## config.mk

```make
export PLATFORM = sky130hd
export DESIGN_NAME = fft_agu
export DESIGN_NICKNAME = d
export VERILOG_FILES = /design/src/rtl/fft_agu.sv
export SDC_FILE = /design/constraint.sdc
export NUM_CORES = 1
export LEC_CHECK = 0
export BUFFER_PORTS_ARGS = -buffer_cell sky130_fd_sc_hd__buf_2
export CAP_MARGIN = 20
export CORE_MARGIN = 10
export CORE_UTILIZATION = 30
export DETAILED_ROUTE_END_ITERATION = 12
export GPL_ROUTABILITY_DRIVEN = 0
export HOLD_SLACK_MARGIN = 0.12
export SKIP_LAST_GASP = 1
export SLEW_MARGIN = 0
export SYNTH_ARGS = -nofsm -noshare
export SYNTH_HDL_FRONTEND = slang
export SYNTH_SLANG_ARGS = --single-unit
```

## constraint.sdc

```tcl
create_clock -name clk -period 4.91 [get_ports clk]
set_input_delay 0.7365 -clock clk [delete_from_list [all_inputs] [get_ports clk]]
set_output_delay 0.7365 -clock clk [all_outputs]
set_load 0.01 [all_outputs]
```

## src/rtl/fft_agu.sv

```systemverilog
// Radix-2 DIT FFT sequencer: walks (level, fly), emits rotated read addresses,
// twiddle addresses, bank selects and the one-cycle-delayed write-back strobe.
module fft_agu #(
  parameter int N_LOG2 = 9
) (
  input  logic              clk,
  input  logic              reset_n,
  input  logic              start,
  output logic [N_LOG2-1:0] rd_adr_a,
  output logic [N_LOG2-1:0] rd_adr_b,
  output logic [N_LOG2-2:0] tw_adr,
  output logic              rd_bank,
  output logic [N_LOG2-1:0] wr_adr_a,
  output logic [N_LOG2-1:0] wr_adr_b,
  output logic              wr_bank,
  output logic              wr_en,
  output logic              busy,
  output logic              done,
  output logic              result_bank
);

  localparam int FW = N_LOG2 - 1;
  localparam int LW = $clog2(N_LOG2);
  localparam logic [LW-1:0] LAST_LEVEL = LW'(N_LOG2 - 1);
  localparam logic RESULT_BANK = 1'(N_LOG2 % 2);

  typedef enum logic [1:0] {IDLE, RUN, FLUSH, DONE} state_t;

  state_t            state, state_n;
  logic [LW-1:0]     level, level_n;
  logic [FW-1:0]     fly, fly_n;
  logic [N_LOG2-1:0] rd_adr_a_n, rd_adr_b_n;
  logic [FW-1:0]     tw_adr_n;
  logic              rd_bank_n, wr_en_n, busy_n, done_n;

  // Left-circular rotation within N_LOG2 bits.
  function automatic logic [N_LOG2-1:0] rotl(input logic [N_LOG2-1:0] x, input logic [LW-1:0] s);
    logic [2*N_LOG2-1:0] d;
    d = {x, x} << s;
    return d[2*N_LOG2-1:N_LOG2];
  endfunction

  // Twiddle index keeps only the top 'level' bits of fly.
  function automatic logic [FW-1:0] tw_of(input logic [FW-1:0] f, input logic [LW-1:0] l);
    logic [FW-1:0] mask;
    mask = {FW{1'b1}} << (LAST_LEVEL - l);
    return f & mask;
  endfunction

  assign result_bank = RESULT_BANK;

  // State, counters and all output registers.
  always_ff @(posedge clk) begin
    if (!reset_n) begin
      state    <= IDLE;
      level    <= '0;
      fly      <= '0;
      rd_adr_a <= '0;
      rd_adr_b <= '0;
      tw_adr   <= '0;
      rd_bank  <= 1'b0;
      wr_adr_a <= '0;
      wr_adr_b <= '0;
      wr_bank  <= 1'b0;
      wr_en    <= 1'b0;
      busy     <= 1'b0;
      done     <= 1'b0;
    end else begin
      state    <= state_n;
      level    <= level_n;
      fly      <= fly_n;
      rd_adr_a <= rd_adr_a_n;
      rd_adr_b <= rd_adr_b_n;
      tw_adr   <= tw_adr_n;
      rd_bank  <= rd_bank_n;
      wr_adr_a <= rd_adr_a;
      wr_adr_b <= rd_adr_b;
      wr_bank  <= ~rd_bank;
      wr_en    <= wr_en_n;
      busy     <= busy_n;
      done     <= done_n;
    end
  end

  // Next state and counter advance; counters sit at zero outside RUN.
  always_comb begin
    state_n = state;
    level_n = '0;
    fly_n   = '0;
    case (state)
      IDLE: begin
        if (start) begin
          state_n = RUN;
        end else begin
          state_n = IDLE;
        end
      end
      RUN: begin
        if (fly == {FW{1'b1}}) begin
          fly_n = '0;
          if (level == LAST_LEVEL) begin
            state_n = FLUSH;
            level_n = '0;
          end else begin
            state_n = RUN;
            level_n = level + LW'(1);
          end
        end else begin
          fly_n   = fly + FW'(1);
          level_n = level;
        end
      end
      FLUSH:   state_n = DONE;
      DONE:    state_n = IDLE;
      default: state_n = IDLE;
    endcase
  end

  // Output values for the coming cycle, derived from next-state counters.
  always_comb begin
    rd_adr_a_n = rotl({fly_n, 1'b0}, level_n);
    rd_adr_b_n = rotl({fly_n, 1'b1}, level_n);
    tw_adr_n   = tw_of(fly_n, level_n);
    rd_bank_n  = level_n[0];
    wr_en_n    = (state == RUN);
    busy_n     = (state_n == RUN) || (state_n == FLUSH);
    done_n     = (state_n == DONE);
  end

endmodule

```

**Word-level counts from Yosys, hierarchy flattened**

Cells that the tools add are included.

- Add/subtract/negate cells: 3
- Eq/ne operators: 8
- Shifts and indexed selects: 3
- Multiplexer cells: 9
- Bitwise logic cells: 2
- Reductions and logical operators: 2

Operators by type and width:

| cell | number |
|---|---|
| $shl 18x4->18 | 2 |
| $mux 8 | 2 |
| $mux 4 | 3 |
| $add 8x1->8 const B | 1 |
| $and 8x8->8 | 1 |
| $eq 2x2->1 const B | 4 |
| $eq 8x8->1 const B | 1 |
| $pmux 2 s4 | 1 |
| $shl 8x4->8 const A | 1 |
| $add 4x1->4 const B | 1 |
| $eq 2x1->1 const B | 2 |
| $eq 4x4->1 const B | 1 |
| $mux 2 | 2 |
| $sub 4x4->4 const A | 1 |
| $logic_not 2->1 | 1 |
| $logic_or 1x1->1 | 1 |
| $mux 1 | 1 |
| $not 1->1 | 1 |

- Register bits: 63
- Bits of input ports: 3

**Depth between registers and ports, before layout**

Gate-level depths: netlist of the first run.

- Depth after elaboration: 7
- Depth in mapped cells: 11
- Gate-level depth less buffers: 10

**Least setup slack after synthesis of the first run**

OpenSTA, ideal clock, no wires.

- Kind: register to register
- Start: reg level[1]
- End: reg tw_adr[3]
- Arrival time: 2.300 ns
- Setup slack: 2.523 ns
- Cell stages (with the launch flop): 10
- Clock period less this slack: 2.387 ns
- Cells stage by stage: dfxtp_1 -> buf_2 -> clkinv_1 -> ha_1 -> nand3_2 -> a21oi_2 -> inv_2 -> ha_1 -> xnor2_2 -> nor4b_2

- Word-level cells in the longest chain between the ends: 7

RTL lines:

| item | line | source |
|---|---|---|
| start: declaration | 30 | `logic [LW-1:0] level, level_n;` |
| start signal: assignment | 70 | `level <= level_n;` |
| $add 4x1->4 or $eq 4x4->1 (tied branches) | 106, 101 |  |
| $mux 4 | 101 | `if (level == LAST_LEVEL) begin` |
| $mux 4 (*) | 99 | `if (fly == {FW{1'b1}}) begin` |
| $mux 4 (*) | 90 | `case (state)` |
| $sub 4x4->4 (*) | 46 | `mask = {FW{1'b1}} << (LAST_LEVEL - l);` |
| $shl 8x4->8 (*) | 46 |  |
| $and 8x8->8 (*) | 47 | `return f & mask;` |
| end signal: assignment | 74 | `tw_adr <= tw_adr_n;` |
| end: declaration | 11 | `output logic [N_LOG2-2:0] tw_adr,` |

Every way passes the cells marked *; elsewhere a longest branch is shown, timed or not.
A chain may end at the register's enable or synchronous reset.

**Worst setup path after layout of the first run**

Same ends and word-level chain as after synthesis.

==> metrics.yaml, run 1 <==
whs_endpoint: "wr_adr_a[1]$_SDFF_PN0_"
start_util: 0.306
tightest_slew_ns: 1.07
final_layout_size_suffix_gt1_frac: 0.260
die_w_um: 120
grt_max_degree: 29
grt_antenna_before_repair: 0
hp-start: "rd_adr_a[1]$_SDFF_PN0_"
fp.dieH_um: 120
drtPass1Iterations: 5
hold_viol: 0
postSynthAreaPerCell_um2: 9.33
synth_edf_count: 0
worstSetupStartpoint: "level[1]$_SDFF_PN0_"
syn2layout_area_growth_pct: 18.0
clk_pin_slew_ns: 0.07
ir_drop_uv: 144
ys_types: 69
worst_setup_path_start_kind: "flop"
clk_path_buf_depth: 2
setup_violations: 0
critPathCaptureType: "flop"
crit-reg2reg-launch: "level[1]$_SDFF_PN0_"
nets: 373
numClockSinks: 62
drt_iter0_drc: 306
ios: 53
drtAntennaViolNets: 0
r2r_end: "tw_adr[3]$_SDFF_PN0_"
fin_ws_ns: 1.70
yosysWarningCount: 0
synth.top_cells.by_area: "dfxtp_1 42%, and2_1 4.6%, nor2_1 3.2%"
portBuffers: 51
rrSetupSlack_ns: 1.70
grt_setup_unrepaired: "false"
netlist.area_leader.share: 0.417
yosysSeqAreaShare: 0.417
synthCells: 319
cts_hold_buffers: 0
die-area_um2: 14300
ys_ff_latch: 62
coreArea_um2: 9730
cap_violations: 0
holdPathStages: 1
placed_area_um2: 3280
routed-via-count: 2660
wl_per_cell_um: 16.3
rr_worst_depth: 9
cts_resized: 0
layout_worst_path_cycle_share: 0.654
fin_tns_setup_ns: 0
finalClockSkew_ns: 0.0104
grt_pass1_vias: 2489
required_ns: 5.17
critPathMaxFanout: 18
fin_area_um2: 3510
async_reset_ff_frac: 0
cts_root_buf: "clkbuf_8"
pre_cts_slack_ns: 1.68
via_per_inst: 5.30
min_period_ns: 3.21
grt_pass1_wl_um: 13500
dp_hpwl_um: 6030
wl_um: 8180
fmaxAchievable_mhz: 311
cts_tree: "done"
arrival_ns: 3.47
slew_headroom: 0.279
syn_nets: 328
power.density_nw_per_um2: 297
layout.cells.non_filler: 502
syn_area_um2: 2980
clock_latency_ns: 0.35
fin_hold_ws_ns: 0.457
yosysMostFrequentCell: "dfxtp_1"
drc: 0
dp_cells: 485
yosys-top-cells-count: "62 x dfxtp_1, 25 x nor2_1, 22 x and2_1"
rows: 36
status: "complete, no violations"
p_leak_nw: 1.45
holdCritPathClass: "reg2reg"
numCtsBuffers: 9
yosysTopAreaCell: "dfxtp_1"
crit_type: "reg2reg"
slew_violations: 0
n_antenna_cell: 0
grtUsageTotal: 0.115
synth_ff_type: "dfxtp_1"
overflow: 0
htree_levels: 3
post_cts_buffers: 0
-- per-stage QoR --
step,power [W],utilization
2_1_floorplan,0.000549,-
3_3_place_gp,0.000562,0.337
3_5_place_dp,0.000561,0.337
4_1_cts,0.00106,0.360
5_1_grt,0.00108,0.361
6_report,0.00104,0.361
-- worst max path at each step --
| stage | slack, ns | end |
|---|---|---|
| after floorplan | 2.52 | tw_adr[3]$_SDFF_PN0_ |
| after global placement | 1.79 | tw_adr[2]$_SDFF_PN0_ |
| after detailed placement | 1.68 | tw_adr[3]$_SDFF_PN0_ |
| after CTS | 1.67 | tw_adr[3]$_SDFF_PN0_ |
| after global routing | 1.42 | tw_adr[2]$_SDFF_PN0_ |
| final | 1.70 | tw_adr[3]$_SDFF_PN0_ |
-- metal layers --
| metal | global-route usage | wire length (µm) | share of wire |
|---|---|---|---|
| met1 | 0.145 | 3540 | 0.43 |
| met2 | 0.167 | 3670 | 0.45 |
| met3 | 0.0459 | 703 | 0.086 |
| met4 | 0.0596 | 266 | 0.033 |
| met5 | 0 | 0 | 0 |
-- area by class of cell --
type,instances,area [µm²]
inverters,9,33.8
well taps,133,166
multi-input cells,230,1590
fillers,1013,6220
clock inverters,7,97.6
flip-flops and latches,62,1240
repair buffers,52,263
clock buffers,9,124
-- worst max-delay path, cell delays in order (launching register included) --
cell,delay [ns]
dfxtp_1,0.67
clkinv_1,0.39
ha_1,0.30
nand3b_1,0.14
nand3_1,0.16
o21ai_4,0.45
inv_2,0.17
ha_1,0.28
xnor2_2,0.31
nor4b_2,0.24
-- flip-flops by register name (all words and copies together) (netlist names) --
name,cells
rd_adr_a,9
rd_adr_b,9
wr_adr_a,9
wr_adr_b,9
fly,8
tw_adr,8
level,4
state,2
busy,1
done,1
wr_bank,1
wr_en,1
-- where the power goes --
part	switching (W)	total, W	internal [W]
clock network	0.000204	0.000491	0.000287
logic	0.0000281	0.0000399	0.0000118
registers	0.00000321	0.000511	0.000508
total	0.000236	0.00104	0.000807
-- placed cells by master, fill, tap and decap left out, types with 3 or more instances in the layout --
master,synthesis,final
a211o_1,3,3
a211oi_1,5,5
a21boi_0,4,4
a21oi_1,10,10
a31oi_1,4,4
and2_1,22,22
and3_1,5,5
buf_2,5,51
clkbuf_8,0,9
dfxtp_1,62,62
ha_1,6,6
inv_1,5,5
inv_2,3,3
mux2i_1,4,4
nand2_1,12,12
nand3_1,15,15
nand4_1,8,8
nor2_1,25,25
nor3_1,17,17
o211ai_1,5,5
o21a_1,4,4
o21ai_0,8,8
o21ai_1,7,7
o21ai_2,5,5
o22ai_1,4,4
o31ai_1,4,4
o32ai_1,4,4
xnor2_1,3,3
-- logic make-up (layout without fill, tap and decap cells) --
logic type               after synthesis  after routing  synth area share
AND/OR/NAND/NOR                      126            126             0.247
AO/OA/AOI/OAI                         86             86             0.219
flip-flops                            62             62             0.417
buffers and inverters                 27             77            0.0500
adder cells (fa/ha/maj)                6              6            0.0252
multiplexers                           6              6            0.0231
XOR/XNOR                               5              5            0.0172
other                                  1              1           0.00126
Power figures use the tool's default switching activity.
==> run 2, diff against run 1 <==
ABC_AREA = 1   (was not set)
clock period = 3.2 ns   (was 4.91 ns; I/O delays follow)
==> metrics.yaml, run 2 <==
dp_cells: 598  # was 485
required_ns: 3.48  # was 5.17 ns
ys_types: 30  # was 69
yosysMostFrequentCell: "nand2_1"  # was dfxtp_1
tightest_slew_ns: 0.607  # was 1.07 ns
n_antenna_cell: 0  # unchanged
ys_ff_latch: 62  # unchanged
critPathCaptureType: "flop"  # unchanged
holdCritPathClass: "in2reg"  # was reg2reg
postSynthAreaPerCell_um2: 7.04  # was 9.33 µm²
grt_antenna_before_repair: 0  # unchanged
cts_root_buf: "clkbuf_8"  # unchanged
layout_worst_path_cycle_share: 0.754  # was 0.654
clock_latency_ns: 0.35  # about the same
numClockSinks: 62  # unchanged
critPathMaxFanout: 15  # was 18
wl_um: 7240  # was 8180 µm
start_util: 0.307  # was 0.306
cts_resized: 0  # unchanged
grt_setup_unrepaired: "false"  # unchanged
grt_max_degree: 22  # was 29
numCtsBuffers: 9  # unchanged
grtUsageTotal: 0.104  # was 0.115
post_cts_buffers: 0  # unchanged
die_w_um: 120  # about the same
layout.cells.non_filler: 614  # was 502
finalClockSkew_ns: 0.0115  # was 0.0104 ns
wl_per_cell_um: 11.8  # was 16.3 µm
drc: 0  # unchanged
nets: 485  # was 373
syn2layout_area_growth_pct: 18.9  # was 18.0%
synth_edf_count: 0  # unchanged
yosysTopAreaCell: "dfxtp_1"  # unchanged
overflow: 0  # unchanged
placed_area_um2: 3310  # was 3280 µm²
yosys-top-cells-count: "172 x nand2_1, 62 x dfxtp_1, 48 x inv_1"  # was 62 x dfxtp_1, 25 x nor2_1, 22 x and2_1
synth_ff_type: "dfxtp_1"  # unchanged
dp_hpwl_um: 5610  # was 6030 µm
synthCells: 426  # was 319
grt_pass1_vias: 2597  # was 2,489
power_w: 0.00172  # was 0.00104 W
routed-via-count: 2655  # was 2,660
fin_area_um2: 3560  # was 3510 µm²
cap_violations: 0  # unchanged
final_common_cell: "nand2_1"  # was dfxtp_1
cts_tree: "done"  # unchanged
portBuffers: 51  # unchanged
hold_viol: 0  # unchanged
async_reset_ff_frac: 0  # unchanged
fp.dieH_um: 120  # about the same
die-area_um2: 14400  # was 14,300 µm²
drtPass1Iterations: 4  # was 5
clk_pin_slew_ns: 0.08  # was 0.07 ns
netlist.area_leader.share: 0.414  # was 0.417
drt_iter0_drc: 207  # was 306
final_layout_size_suffix_gt1_frac: 0.210  # was 0.260
worst_setup_path_start_kind: "flop"  # unchanged
coreArea_um2: 9770  # was 9730 µm²
yosysWarningCount: 0  # unchanged
synth.top_cells.by_area: "dfxtp_1 41%, nand2_1 22%, nand3_1 6.8%"  # was dfxtp_1 42%, and2_1 4.6%, nor2_1 3.2%
fin_tns_setup_ns: 0  # unchanged
p_leak_nw: 2.03  # was 1.45 nW
fmaxAchievable_mhz: 414  # was 311 MHz
grt_pass1_wl_um: 12300  # was 13,500 µm
slew_violations: 0  # unchanged
min_period_ns: 2.41  # was 3.21 ns
via_per_inst: 4.32  # was 5.30
yosysSeqAreaShare: 0.414  # was 0.417
mostFrequentLayoutCells: "172 x nand2_1, 62 x dfxtp_1, 51 x buf_2"  # was 62 x dfxtp_1, 51 x buf_2, 25 x nor2_1
slew_headroom: 0.595  # was 0.279
drtAntennaViolNets: 0  # unchanged
clk_path_buf_depth: 2  # unchanged
status: "complete, no violations"  # unchanged
ir_drop_uv: 282  # was 144 µV
ios: 53  # unchanged
final_util: 0.365  # was 0.361
power.density_nw_per_um2: 481  # was 297 nW/µm²
syn_nets: 435  # was 328
rows: 36  # unchanged
setup_violations: 0  # unchanged
cts_hold_buffers: 0  # unchanged
fillers: 1048  # was 1,013
htree_levels: 3  # unchanged
arrival_ns: 2.70  # was 3.47 ns
syn_area_um2: 3000  # was 2980 µm²
crit_type: "reg2reg"  # unchanged
[run 2: kinds of logic (layout without fill, tap and decap cells)]
group                    Yosys count  count (layout)  share of synthesized area
AO/OA/AOI/OAI                     11              11                     0.0275
flip-flops                        62              62                      0.414
XOR/XNOR                           1               1                    0.00543
adder cells (fa/ha/maj)            6               6                     0.0250
AND/OR/NAND/NOR                  279             279                      0.421
buffers and inverters             66             121                      0.106
other                              1               1                    0.00125
[run 2: final timing paths]
kind	slack, ns	from	cells after the start	to
setup / recovery	0.79	level[0]$_SDFF_PN0_	11	tw_adr[0]$_SDFF_PN0_
hold / removal	0.40	start	3	busy$_SDFF_PN0_
setup reg to reg	0.79	level[0]$_SDFF_PN0_	11	tw_adr[0]$_SDFF_PN0_
hold reg to reg	0.42	rd_adr_a[0]$_SDFF_PN0_	2	wr_adr_a[0]$_SDFF_PN0_
[run 2: critical path: stages, from the launching register on]
cell and delay (ns):
dfxtp_1 0.47, inv_1 0.20, ha_1 0.25, nand3_1 0.10, nand2_1 0.06, nand3_1 0.15
nand3_4 0.19, ha_1 0.30, inv_1 0.10, xor2_2 0.29, nand3_1 0.11, nor2_1 0.11
[run 2: per-layer routing]
| layer | vias up | wire length (µm) | global-route usage |
|---|---|---|---|
| met1 | 1163 | 3440 | 0.128 |
| met4 | 0 | 118 | 0.0400 |
| met2 | 76 | 3130 | 0.161 |
| met5 | - | 0 | 0 |
| met3 | 10 | 554 | 0.0413 |
| li1 | 1406 | - | - |
[run 2: layout make-up]
type | instances | area (µm²) | share of cell area
Timing Repair Buffer | 53 | 270 | 0.0758
Sequential cell | 62 | 1240 | 0.348
Clock buffer | 9 | 124 | 0.0347
Tap cell | 133 | 166 | 0.0467
Multi-Input combinational cell | 298 | 1440 | 0.404
Clock inverter | 7 | 128 | 0.0358
Inverter | 52 | 195 | 0.0548
[run 2: stage by stage]
step	hold WS, ns	setup WS, ns
after floorplan	0.451	1.06
after global placement	0.422	0.789
after detailed placement	0.423	0.808
after CTS	0.384	0.765
after global routing	0.394	0.477
final	0.401	0.787
[run 2: report_power, final]
part | internal (W) | total [W] | switching, W
sequential | 0.000780 | 0.000783 | 0.00000390
combinational | 0.0000159 | 0.0000628 | 0.0000469
clock | 0.000529 | 0.000869 | 0.000340
total | 0.00132 | 0.00172 | 0.000391
==> run 3, diff against run 2 <==
ABC_AREA = 0   (was 1)
clock period = 2.5 ns   (was 3.2 ns; I/O delays follow)
==> metrics.yaml, run 3 (same netlist as run 1, synthesis figures left out) <==
status: "complete, no violations"  # unchanged
post_cts_buffers: 0  # unchanged
htree_levels: 3  # unchanged
clock_latency_ns: 0.34  # was 0.35 ns
syn2layout_area_growth_pct: 25.6  # was 18.9%
fmaxAchievable_mhz: 431  # was 414 MHz
mostFrequentLayoutCells: "61 x dfxtp_1, 51 x buf_2, 26 x buf_4"  # was 172 x nand2_1, 62 x dfxtp_1, 51 x buf_2
arrival_ns: 2.54  # was 2.70 ns
dp_hpwl_um: 6490  # was 5610 µm
grtUsageTotal: 0.120  # was 0.104
coreArea_um2: 9730  # was 9770 µm²
cts_root_buf: "clkbuf_8"  # unchanged
final_layout_size_suffix_gt1_frac: 0.316  # was 0.210
layout.cells.non_filler: 528  # was 614
ios: 53  # unchanged
drtPass1Iterations: 5  # was 4
fin_ws_ns: 0.181  # was 0.787 ns
p_leak_nw: 1.58  # was 2.03 nW
holdCritPathClass: "in2reg"  # unchanged
grt_antenna_before_repair: 0  # unchanged
ir_drop_uv: 431  # was 282 µV
cts_tree: "done"  # unchanged
numCtsBuffers: 9  # unchanged
routed-via-count: 2691  # was 2,655
worst_path_most_repeated_cell: "buf_4"  # was nand3_1
final_common_cell: "dfxtp_1"  # was nand2_1
die_w_um: 120  # about the same
die-area_um2: 14300  # was 14,400 µm²
finalClockSkew_ns: 0.00597  # was 0.0115 ns
numClockSinks: 62  # unchanged
layout_worst_path_cycle_share: 0.928  # was 0.754
min_period_ns: 2.32  # was 2.41 ns
fp.dieH_um: 120  # about the same
nets: 399  # was 485
critPathCaptureType: "flop"  # unchanged
cp_slowest_stage_delay_ns: 0.43  # was 0.47 ns
worst_setup_path_start_kind: "flop"  # unchanged
setup_violations: 0  # unchanged
grt_max_degree: 24  # was 22
n_antenna_cell: 0  # unchanged
drc: 0  # unchanged
path_cells: "ha_1 -> buf_4 -> nand3_1 -> o21a_1 -> o2111ai_1 -> a21oi_1 -> a211oi_1 -> buf_4 -> o32ai_1"  # was inv_1 -> ha_1 -> nand3_1 -> nand2_1 -> nand3_1 -> nand3_4 -> ha_1 -> inv_1 -> xor2_2 -> nand3_1 -> nor2_1
overflow: 0  # unchanged
grt_setup_unrepaired: "false"  # unchanged
drt_iter0_drc: 243  # was 207
dp_cells: 512  # was 598
wl_per_cell_um: 16.1  # was 11.8 µm
fin_hold_ws_ns: 0.285  # was 0.401 ns
cap_violations: 0  # unchanged
clk_pin_slew_ns: 0.07  # was 0.08 ns
required_ns: 2.72  # was 3.48 ns
drtAntennaViolNets: 0  # unchanged
slowest_stage: "dfxtp_1"  # unchanged
cts_hold_buffers: 0  # unchanged
grt_pass1_vias: 2656  # was 2,597
hold_viol: 0  # unchanged
wl_um: 8510  # was 7240 µm
final_util: 0.384  # was 0.365
grt_pass1_wl_um: 13900  # was 12,300 µm
slew_headroom: 0.615  # was 0.595
slew_violations: 0  # unchanged
clk_path_buf_depth: 2  # unchanged
rrSetupSlack_ns: 0.18  # was 0.79 ns
crit_type: "reg2reg"  # unchanged
critPathMaxFanout: 7  # was 15
fin_tns_setup_ns: 0  # unchanged
start_util: 0.306  # was 0.307
power.density_nw_per_um2: 556  # was 481 nW/µm²
tightest_slew_ns: 0.573  # was 0.607 ns
via_per_inst: 5.10  # was 4.32
portBuffers: 51  # unchanged
pre_cts_slack_ns: 0.163  # was 0.808 ns
rows: 36  # unchanged
-- run 3: changes by cell type in the layout (fill, tap and decap cells not counted), sizes merged, moves of 6 or more --
| cell | before | now |
|---|---|---|
| nand2 | 182 | 14 |
| inv | 55 | 9 |
| nor3 | 7 | 17 |
| nor2 | 35 | 26 |
| a211oi | 0 | 6 |
| and2 | 0 | 22 |
| buf | 53 | 78 |
| o21ai | 7 | 21 |
| nand3 | 47 | 17 |
| a21oi | 2 | 11 |
-- run 3: layout make-up --
type | count | area [µm²]
Clock buffer | 10 | 138
Multi-Input combinational cell | 230 | 1590
Inverter | 9 | 33.8
Fill cell | 998 | 5990
Timing Repair Buffer | 78 | 470
Sequential cell | 62 | 1240
Clock inverter | 6 | 93.8
Tap cell | 133 | 166
-- run 3: metrics by stage --
step           cell area, µm²  total power [W]
2_1_floorplan            2980          0.00108
5_1_grt                  3740          0.00217
6_report                 3740          0.00208
3_5_place_dp             3500          0.00111
4_1_cts                  3730          0.00212
3_3_place_gp             3500          0.00111
-- run 3: final timing paths --
kind | from | to | cells past startpoint
setup / recovery | fly[0]$_SDFF_PN0_ | rd_adr_a[6]$_SDFF_PN0_ | 9
hold / removal | start | state[0]$_SDFF_PN0_ | 2
setup reg to reg | fly[0]$_SDFF_PN0_ | rd_adr_a[6]$_SDFF_PN0_ | 9
hold reg to reg | rd_adr_b[8]$_SDFF_PN0_ | wr_adr_b[8]$_SDFF_PN0_ | 1
-- run 3: worst max-delay path: cells and delay by family, from the launching register on --
kind | cells | cell delay [ns]
AO/OA/AOI/OAI | 5 | 1.09
flip-flops | 1 | 0.43
buffers and inverters | 2 | 0.33
adder cells (fa/ha/maj) | 1 | 0.22
AND/OR/NAND/NOR | 1 | 0.14
-- run 3: what timing repair did --
action / 4_1_cts / 5_1_grt
gates resized for setup: 0 / 4
endpoints found under the hold margin: 0 / 0
endpoints found under the setup margin: 0 / 20
-- run 3: routing by layer --
metal	track usage	vias to the layer above	routed length (µm)
met3	0.0431	16	771
met4	0.0535	0	188
met1	0.152	1239	3740
met5	0	-	0
li1	-	1321	-
met2	0.179	115	3800
-- run 3: power breakdown --
part / switching [W] / leakage, nW / internal [W]
combinational: 0.0000594 / 0.968 / 0.0000301
sequential: 0.00000565 / 0.502 / 0.000998
clock: 0.000392 / 0.113 / 0.000594
total: 0.000457 / 1.58 / 0.00162
